### src/rtl/cla_share_arbiter.sv
// Round-robin sequencer that shares one external W-bit add/sub unit among N_REQ requesters.
// Each accepted request runs IDLE -> CALC -> RESP, and its result is returned on a valid/ready handshake.
module cla_share_arbiter #(
    parameter int N_REQ = 4,
    parameter int W     = 16,
    parameter int PTR_W = 2
) (
    input  logic               clk,
    input  logic               rst_n,
    input  logic [N_REQ-1:0]   req_valid,
    output logic [N_REQ-1:0]   req_ready,
    input  logic [N_REQ*W-1:0] req_a,
    input  logic [N_REQ*W-1:0] req_b,
    input  logic [N_REQ-1:0]   req_sub,
    output logic [N_REQ-1:0]   rsp_valid,
    input  logic [N_REQ-1:0]   rsp_ready,
    output logic [W-1:0]       rsp_data,
    output logic [W-1:0]       add_a,
    output logic [W-1:0]       add_b,
    output logic               add_cin,
    input  logic [W-1:0]       add_sum,
    output logic               busy
);

    typedef enum logic [1:0] {
        IDLE = 2'd0,
        CALC = 2'd1,
        RESP = 2'd2
    } state_t;

    state_t           state_r;
    state_t           state_nxt_s;
    logic [PTR_W-1:0] rr_ptr_r;
    logic [PTR_W-1:0] owner_r;
    logic [PTR_W-1:0] grant_s;
    logic [PTR_W-1:0] next_ptr_s;
    logic [PTR_W-1:0] idx_s;
    logic             hit_s;
    logic             found_s;
    logic [W-1:0]     add_a_r;
    logic [W-1:0]     add_b_r;
    logic             add_cin_r;
    logic [W-1:0]     rsp_data_r;

    // Round-robin search: first valid requester at rr_ptr, rr_ptr+1, ... modulo N_REQ
    always_comb begin
        found_s = 1'b0;
        grant_s = '0;
        idx_s   = '0;
        hit_s   = 1'b0;
        for (int k = 0; k < N_REQ; k++) begin
            idx_s   = PTR_W'((int'(rr_ptr_r) + k) % N_REQ);
            hit_s   = ~found_s & req_valid[idx_s];
            grant_s = hit_s ? idx_s : grant_s;
            found_s = found_s | hit_s;
        end
        next_ptr_s = (int'(grant_s) == N_REQ - 1) ? '0 : PTR_W'(int'(grant_s) + 1);
    end

    // Next-state decode
    always_comb begin
        state_nxt_s = state_r;
        case (state_r)
            IDLE: begin
                if (found_s) begin
                    state_nxt_s = CALC;
                end else begin
                    state_nxt_s = IDLE;
                end
            end
            CALC: state_nxt_s = RESP;
            RESP: begin
                if (rsp_ready[owner_r]) begin
                    state_nxt_s = IDLE;
                end else begin
                    state_nxt_s = RESP;
                end
            end
            default: state_nxt_s = IDLE;
        endcase
    end

    // Handshake outputs decoded from the registered state; the grant is only offered in IDLE
    always_comb begin
        req_ready = '0;
        rsp_valid = '0;
        if ((state_r == IDLE) && found_s) begin
            req_ready[grant_s] = 1'b1;
        end else begin
            req_ready = '0;
        end
        if (state_r == RESP) begin
            rsp_valid[owner_r] = 1'b1;
        end else begin
            rsp_valid = '0;
        end
        busy = (state_r != IDLE);
    end

    // State, pointer, operand and result registers
    always_ff @(posedge clk or negedge rst_n) begin
        if (!rst_n) begin
            state_r    <= IDLE;
            rr_ptr_r   <= '0;
            owner_r    <= '0;
            add_a_r    <= '0;
            add_b_r    <= '0;
            add_cin_r  <= 1'b0;
            rsp_data_r <= '0;
        end else begin
            state_r <= state_nxt_s;
            case (state_r)
                IDLE: begin
                    if (found_s) begin
                        add_a_r   <= req_a[grant_s*W +: W];
                        add_b_r   <= req_b[grant_s*W +: W];
                        add_cin_r <= req_sub[grant_s];
                        owner_r   <= grant_s;
                        rr_ptr_r  <= next_ptr_s;
                    end
                end
                // Adder inputs were stable for the whole CALC cycle, so the sum is settled
                CALC: rsp_data_r <= add_sum;
                default: begin
                end
            endcase
        end
    end

    assign add_a    = add_a_r;
    assign add_b    = add_b_r;
    assign add_cin  = add_cin_r;
    assign rsp_data = rsp_data_r;

endmodule

### config.mk
export PLATFORM = sky130hd
export DESIGN_NAME = cla_share_arbiter
export DESIGN_NICKNAME = d
export VERILOG_FILES = /design/src/rtl/cla_share_arbiter.sv
export SDC_FILE = /design/constraint.sdc
export NUM_CORES = 1
export LEC_CHECK = 0
export CELL_PAD_IN_SITES_DETAIL_PLACEMENT = 0
export CELL_PAD_IN_SITES_GLOBAL_PLACEMENT = 1
export CORE_UTILIZATION = 28
export CTS_BUF_LIST = sky130_fd_sc_hd__clkbuf_8
export CTS_CLUSTER_SIZE = 12
export DETAILED_ROUTE_END_ITERATION = 8
export PLACE_DENSITY_LB_ADDON = 0.1
export SLEW_MARGIN = 20
export SYNTH_ARGS = -nofsm -noshare
export SYNTH_HDL_FRONTEND = slang
export SYNTH_SLANG_ARGS = --single-unit
export TNS_END_PERCENT = 30
### constraint.sdc
create_clock -name clk -period 8.8 [get_ports clk]
set_clock_uncertainty 0.2 [all_clocks]
set_input_delay 2.2 -clock clk [delete_from_list [all_inputs] [get_ports clk]]
set_output_delay 2.2 -clock clk [all_outputs]
set_load 0.05 [all_outputs]
Word-level counts from Yosys, hierarchy flattened --
Cells that the tools add are included.
Word-level totals: flip-flop bits (word level) 55, word-level logic and storage cells 65
Cells by class: add/sub/neg operators 4, $lt $le $gt $ge 8, equality and inequality tests 3, shifts and indexed selects 2, mux-type cells 26, bitwise operators 9, reductions and logical operators 6
Operators with widths (count):
- 64-bit by 7-bit indexed part select with 16-bit output | 2
- 2-bit by 3-bit less-than comparator with 1-bit output (second input constant) | 6
- 1-bit binary-select mux with 2-bit select | 6
- 2-bit 2-to-1 mux | 6
- 1-bit 2-to-1 mux | 9
- 4-bit 2-to-1 mux | 2
- 2-bit case mux with 3 select lines | 1
- 2-bit by 1-bit adder with 2-bit output (second input constant) | 2
- 2-bit adder (second input constant) | 2
- 1-bit demux with 2-bit select | 2
- 2-bit by 1-bit == test with 1-bit output (second input constant) | 2
- 2-bit by 1-bit greater-or-equal comparator with 1-bit output (second input constant) | 2
- 1-bit bitwise AND | 3
- 1-bit logical AND | 3
- 1-bit inverter | 3
- 1-bit OR | 3
- 2-bit == test (second input constant) | 1
- 2-bit logical NOT | 1
- 2-bit AND reduction | 1
- 2-bit nonzero test | 1

Longest topological paths before layout --
Gate-level depths: netlist of the first run.
depth in word-level cells 16, gate-level depth with buffers 8

Least setup slack after synthesis of the first run --
Ideal clock, no wire load.
kind input port to output port, start input port req_valid[2], end output port req_ready[0], arrival time 4284 ps, required time 6400 ps, slack 2116 ps, stages 6, path buffers 1, cell sequence nor2b_1 a21boi_1 o32ai_4 inv_2 buf_2 nor3_1
On the way: cells in the longest elaborated chain, start to end 16, elaborated cells between the ends (all ways) 28
Ends and longest elaborated chain:
- start, declared | line 10 | input logic [N_REQ-1:0] req_valid,
- 1-bit binary-select mux with 2-bit select | line 53 | hit_s = ~found_s & req_valid[idx_s];
- 1-bit 2-to-1 mux (not written as such) | line 53
- 1-bit inverter | line 53
- 1-bit bitwise AND | line 53
- 1-bit OR | line 55 | found_s = found_s | hit_s;
- 1-bit inverter | line 53
- 1-bit bitwise AND | line 53
- 1-bit OR | line 55
- 1-bit inverter | line 53
- 1-bit bitwise AND | line 53
- 2-bit 2-to-1 mux | line 54 | grant_s = hit_s ? idx_s : grant_s;
- 2-bit by 3-bit less-than comparator with 1-bit output (not written as such) or 2-bit by 1-bit greater-or-equal comparator with 1-bit output (tied branches) | line 88 | req_ready[grant_s] = 1'b1;
- 1-bit logical AND (not written as such) | line 88
- 1-bit 2-to-1 mux (not written as such) | line 88
- 1-bit demux with 2-bit select | line 88
- 4-bit 2-to-1 mux * | line 87 | if ((state_r == IDLE) && found_s) begin
- end, declared | line 11 | output logic [N_REQ-1:0] req_ready,
Mark *: on every way between the ends. The rest lies on a longest branch, timed or not. The select of a mux whose other input is x is not followed.

Worst setup path after layout of the first run --
start input port req_valid[0], end output port req_ready[3]
The elaborated chain is that of the path after synthesis.

==> impl_metrics.tcl, run 1 <==
set metrics [dict create \
    criticalPathCategory "input pin to output pin" \
    drc 0 \
    hold_buffers 0 \
    syn_nets 508 \
    synth_area_per_cell_um2 9.51 \
    synth_top_flop_cell "dfrtp_1" \
    layout_commonest_cell "clkdlybuf4s50_1" \
    syn_to_final_growth_pct 68.6 \
    n_antenna_cell 0 \
    grt_setup_unrepaired "no" \
    required_ps 6400 \
    post-route-period-util_pct 83.6 \
    core_um2 11500 \
    root_buffer "clkbuf_8" \
    hpwl_um 7870 \
    r2r-end "add_b[8]" \
    setup_viol 0 \
    final_area_um2 5590 \
    clockBufferDepth 2 \
    cts_tree "yes" \
    die_h_um 111 \
    fin_nets 699 \
    dr.pass1.iters 6 \
    min_delay_path_depth 2 \
    grt_pass1_vias 3481 \
    cts_sinks 55 \
    end_kind "output pin" \
    numCtsBuffers 5 \
    final_antenna_net_count 0 \
    gp_congestion 0.744 \
    clkTransAtPathRegs_ps 100 \
    max_freq_ghz 0.136 \
    yosys_warnings 0 \
    grt_max_degree 74 \
    p_per_area_nw_per_um2 354 \
    avgViaCountPerCell 4.98 \
    ir_drop_v 0.000246 \
    drv_cap 0 \
    antenna_found_initial 0 \
    cts_setup_buffers 0 \
    arrival_ps 4960 \
    synth-seq-cells 55 \
    status "completed" \
    slew_violations 0 \
    worstSetupStartpointType "input pin" \
    avgRoutedWirePerCell_um 16.1 \
    synth_area_um2 3320 \
    grt_overflow_total 0 \
    grt_usage_pct 18.1 \
    via_count 3409 \
    worstReg2RegStart "rr_ptr_r[1]" \
    start_util_pct 28.9 \
    finalSetupTns_ps 0 \
    finalWorstSetupSlack_ps 1440 \
    post-place-ws_ps 1450 \
    p_total_w 0.00198 \
    async_flop_share_pct 100 \
    worst_slew_pin_slew_ps 743 \
    worstSkewPairLatency_ps 310 \
    io_pins 216 \
    p_leak_nw 2.30 \
    layout_common_cells "clkdlybuf4s50_1, and3_1, a211oi_1" \
    dieArea_um2 12300 \
    die_x_um 111 \
    reg2reg_setup_slack_ps 5930 \
    port_buffers 215 \
    synthCells 349 \
    final_cells 684 \
    dpl-instance-area_um2 5500 \
    num_rows 39 \
    drive_gt1_share_pct 7.21 \
    worstHoldEndpoint "add_b[4]" \
    min_from "add_b[4]" \
    slew_headroom_pct 50.5 \
    finalHoldViolCount 0 \
    synth.distinct_cells 29 \
    cts_max_level 2 \
    postRouteWirelength_um 11000 \
    min_path_type "register to register" \
    fin_crit_ps 7360 \
    placedCellCount 676 \
    grt_pass1_wl_um 17800 \
    synth_edf_count 0 \
    cts.repair.resized 0 \
    r2r_cells 5 \
    seq_area_frac_synth_pct 41.5 \
    worstPathMaxFanout 67 \
    drt-initial-drc-count 138 \
]
per-stage QoR:
stage / hold slack [ps] / util (%)
after floorplan: 294 / -
after global placement: 262 / 48.0
after detailed placement: 265 / 48.0
after CTS: 289 / 48.8
after global routing: 312 / 48.8
final: 284 / 48.8
cells in the mapped netlist (4+ instances only):
cell type	n	area (um^2)
and3_1	67	419
a211oi_1	66	495
dfrtp_1	55	1380
nand2_1	39	146
o31ai_1	34	255
clkbuf_1	23	86.3
mux2_2	17	191
buf_2	5	25.0
buf_4	5	37.5
buf_6	4	45.0
nor2_1	4	15.0
nor3_1	4	20.0
critical path, stage by stage:
cell and delay [ps]:
clkdlybuf4s50_1 480, nor2b_1 190, or4_4 800, nand2_2 160
ha_1 160, and2_1 120, clkdlybuf4s50_1 810
sequential cells by signal, indices dropped and copies added, names as in the netlist:
register and flops:
add_a 16, add_cin 1, rr_ptr_r 2, state_r 2, rsp_data 16, add_b 16, owner_r 2
cell families after synthesis:
logic type	Yosys count	synth area share, %
AO/OA/AOI/OAI	110	25.1
adder cells (fa/ha/maj)	1	0.377
buffers and inverters	41	6.30
flip-flops	55	41.5
multiplexers	18	6.45
AND/OR/NAND/NOR	124	20.3
power by group:
group	internal (W)	switching, W
registers	0.000385	0.0000736
logic	0.000509	0.000870
clock network	0.0000571	0.0000883
total	0.000951	0.00103
layout make-up:
cell class / count / area (um^2)
well taps: 143 / 179
repair buffers: 221 / 2190
clock inverters: 3 / 25.0
multi-input cells: 253 / 1740
flip-flops and latches: 55 / 1380
clock buffers: 5 / 68.8
fillers: 1098 / 5870
inverters: 4 / 15.0
routing by layer:
| layer | track usage (%) | vias to the layer above | wire length (um) |
|---|---|---|---|
| met2 | 32.4 | 138 | 5520 |
| met4 | 4.00 | 0 | 114 |
| li1 | - | 1701 | - |
| met3 | 5.47 | 9 | 815 |
| met5 | 0 | - | 0 |
| met1 | 21.1 | 1561 | 4550 |
worst max-delay path by stage:
stage	from	slack, ps	to	cells past startpoint
2_1_floorplan	req_valid[2]	2120	req_ready[0]	6
3_3_place_gp	req_valid[0]	1510	req_ready[3]	7
3_5_place_dp	req_valid[0]	1450	req_ready[3]	7
4_1_cts	req_valid[0]	1440	req_ready[3]	7
5_1_grt	req_valid[0]	1350	req_ready[3]	7
6_report	req_valid[0]	1440	req_ready[3]	7
No activity file was read; power rests on OpenSTA's default activity.
==> run 2, diff against run 1 <==
--- a/config.mk
+++ b/config.mk
@@ -7,7 +7,7 @@
 export LEC_CHECK = 0
 export CELL_PAD_IN_SITES_DETAIL_PLACEMENT = 0
 export CELL_PAD_IN_SITES_GLOBAL_PLACEMENT = 1
-export CORE_UTILIZATION = 28
+export CORE_UTILIZATION = 26
 export CTS_BUF_LIST = sky130_fd_sc_hd__clkbuf_8
 export CTS_CLUSTER_SIZE = 12
 export DETAILED_ROUTE_END_ITERATION = 8
==> constraint.sdc (replaced) <==
create_clock -name clk -period 7.33 [get_ports clk]
set_clock_uncertainty 0.2 [all_clocks]
set_input_delay 1.8325 -clock clk [delete_from_list [all_inputs] [get_ports clk]]
set_output_delay 1.8325 -clock clk [all_outputs]
set_load 0.05 [all_outputs]
==> run 2 against run 1 <==
First-iteration DRC count fell by 8.0%. Non-clock buffer count shrank 1. Worst hold slack worse by 0.90 ps. Sequential cell count unchanged. Power increased by 23%. Design area is 0.76% higher. Largest cell class unchanged.
==> impl_metrics.tcl, run 2 (synthesized netlist as in run 1, its figures left out) <==
set metrics [dict create \
    slew_violations 0 \
    p_leak_nw 2.32 \
    min_path_type "register to register" \
    grt_pass1_vias 3488 \
    numCtsBuffers 5 \
    seq_area_um2 1380 \
    fin_nets 698 \
    avgViaCountPerCell 4.93 \
    crit_slowest_cell "o32ai_4" \
    grt_overflow_total 0 \
    p_per_area_nw_per_um2 431 \
    fill_cells 1253 \
    p_total_w 0.00243 \
    max_freq_ghz 0.159 \
    drt-initial-drc-count 127 \
    grt_usage_pct 17.4 \
    cts.repair.resized 0 \
    io_pins 216 \
    slew_headroom_pct 50.7 \
    worst_slew_pin_slew_ps 739 \
    worstReg2RegStart "rr_ptr_r[1]" \
    dr.pass1.iters 6 \
    worstSetupStartpointType "input pin" \
    worst_path_largest_cell_delay_ps 520 \
    cts_max_level 2 \
    crit_chain "clkdlybuf4s50_1 > nor2b_1 > a21boi_1 > o32ai_4 > inv_2 > ha_1 > and2_1 > buf_4" \
    drive_gt1_share_pct 7.41 \
    antenna_found_initial 0 \
    criticalPathCategory "input pin to output pin" \
    core_um2 12200 \
    min_delay_path_depth 2 \
    r2r-end "add_b[4]" \
    drc 0 \
    final_antenna_net_count 0 \
    cts_tree "yes" \
    worstPathMaxFanout 35 \
    cp-endpoint "req_ready[3]" \
    clkTransAtPathRegs_ps 100 \
    whs_ps 283 \
    die_x_um 115 \
    finalHoldViolCount 0 \
    cts_sinks 55 \
    gp_congestion 0.742 \
    post-route-period-util_pct 86.0 \
    dieArea_um2 13200 \
    setup_viol 0 \
    root_buffer "clkbuf_8" \
    required_ps 5300 \
    hpwl_um 8240 \
    multi_input_area_um2 1740 \
    avgRoutedWirePerCell_um 16.4 \
    ir_drop_v 0.000189 \
    via_count 3491 \
    layout_common_cells "clkdlybuf4s50_1, and3_1, a211oi_1" \
    startpoint "req_valid[2]" \
    start_util_pct 27.2 \
    end_kind "output pin" \
    port_buffers 215 \
    arrival_ps 4270 \
    drv_cap 0 \
    die_h_um 115 \
    status "completed" \
    grt_setup_unrepaired "no" \
    worstSkewPairLatency_ps 310 \
    fin_crit_ps 6300 \
    layout_commonest_cell "clkdlybuf4s50_1" \
    finalSetupTns_ps 0 \
    grt_pass1_wl_um 17800 \
    hold_buffers 0 \
    n_antenna_cell 0 \
    syn_to_final_growth_pct 69.9 \
    clockBufferDepth 2 \
    reg2reg_setup_slack_ps 4460 \
    postRouteWirelength_um 11600 \
    grt_max_degree 68 \
    num_rows 40 \
    r2r_cells 5 \
    cts_setup_buffers 0 \
]
-- run 2: cell types whose count changed in the layout (fill, tap and decap cells not counted), sizes merged --
cell	previous run	this run
clkbuf	5	6
clkdlybuf4s50	214	212
buf	7	8
clkinvlp	1	0
clkinv	2	1
bufinv	0	1
-- run 2: critical path, delay by kind of cell --
kind	cells	cell delay (ps)
compound gates	2	670
fa+ha+maj	1	360
buf+inv	3	1070
simple gates	2	330
-- run 2: worst min path at each step --
stage | startpoint | to | slack, ps
finish | add_a[7] | add_a[7] | 280
global route | add_b[13] | add_b[13] | 310
CTS | add_a[7] | add_a[7] | 290
detailed placement | add_a[7] | add_a[7] | 260
global placement | add_a[9] | add_a[9] | 260
floorplan | rr_ptr_r[0] | rr_ptr_r[0] | 290
-- run 2: layout make-up --
class	count	area share, %
clock buffer	6	1.47
clock inverter	2	0.622
inverter	4	0.266
multi-input combinational	253	30.8
sequential	55	24.4
tap	168	3.73
timing repair buffer	220	38.7
-- run 2: routing by layer --
metal | global-route usage, % | part of all wire (%) | vias to the layer above
met5 | 0 | 0 | -
met4 | 4.94 | 1.3 | 0
met3 | 4.32 | 6.7 | 8
met2 | 30.9 | 50 | 137
met1 | 20.7 | 43 | 1645
li1 | - | - | 1701
-- run 2: per-stage QoR --
step	instances	area, um^2	util [%]	setup WS (ps)
2_1_floorplan	349	3320	-	1380
3_3_place_gp	700	5520	45.2	1050
3_5_place_dp	700	5520	45.2	1010
4_1_cts	708	5640	46.2	1000
5_1_grt	708	5640	46.2	789
6_report	708	5640	46.2	1030
-- run 2: power breakdown --
| group | switching (W) | total [W] | internal [W] |
|---|---|---|---|
| Sequential | 0.0000918 | 0.000554 | 0.000462 |
| Combinational | 0.00106 | 0.00167 | 0.000608 |
| Clock | 0.0000994 | 0.000210 | 0.000111 |
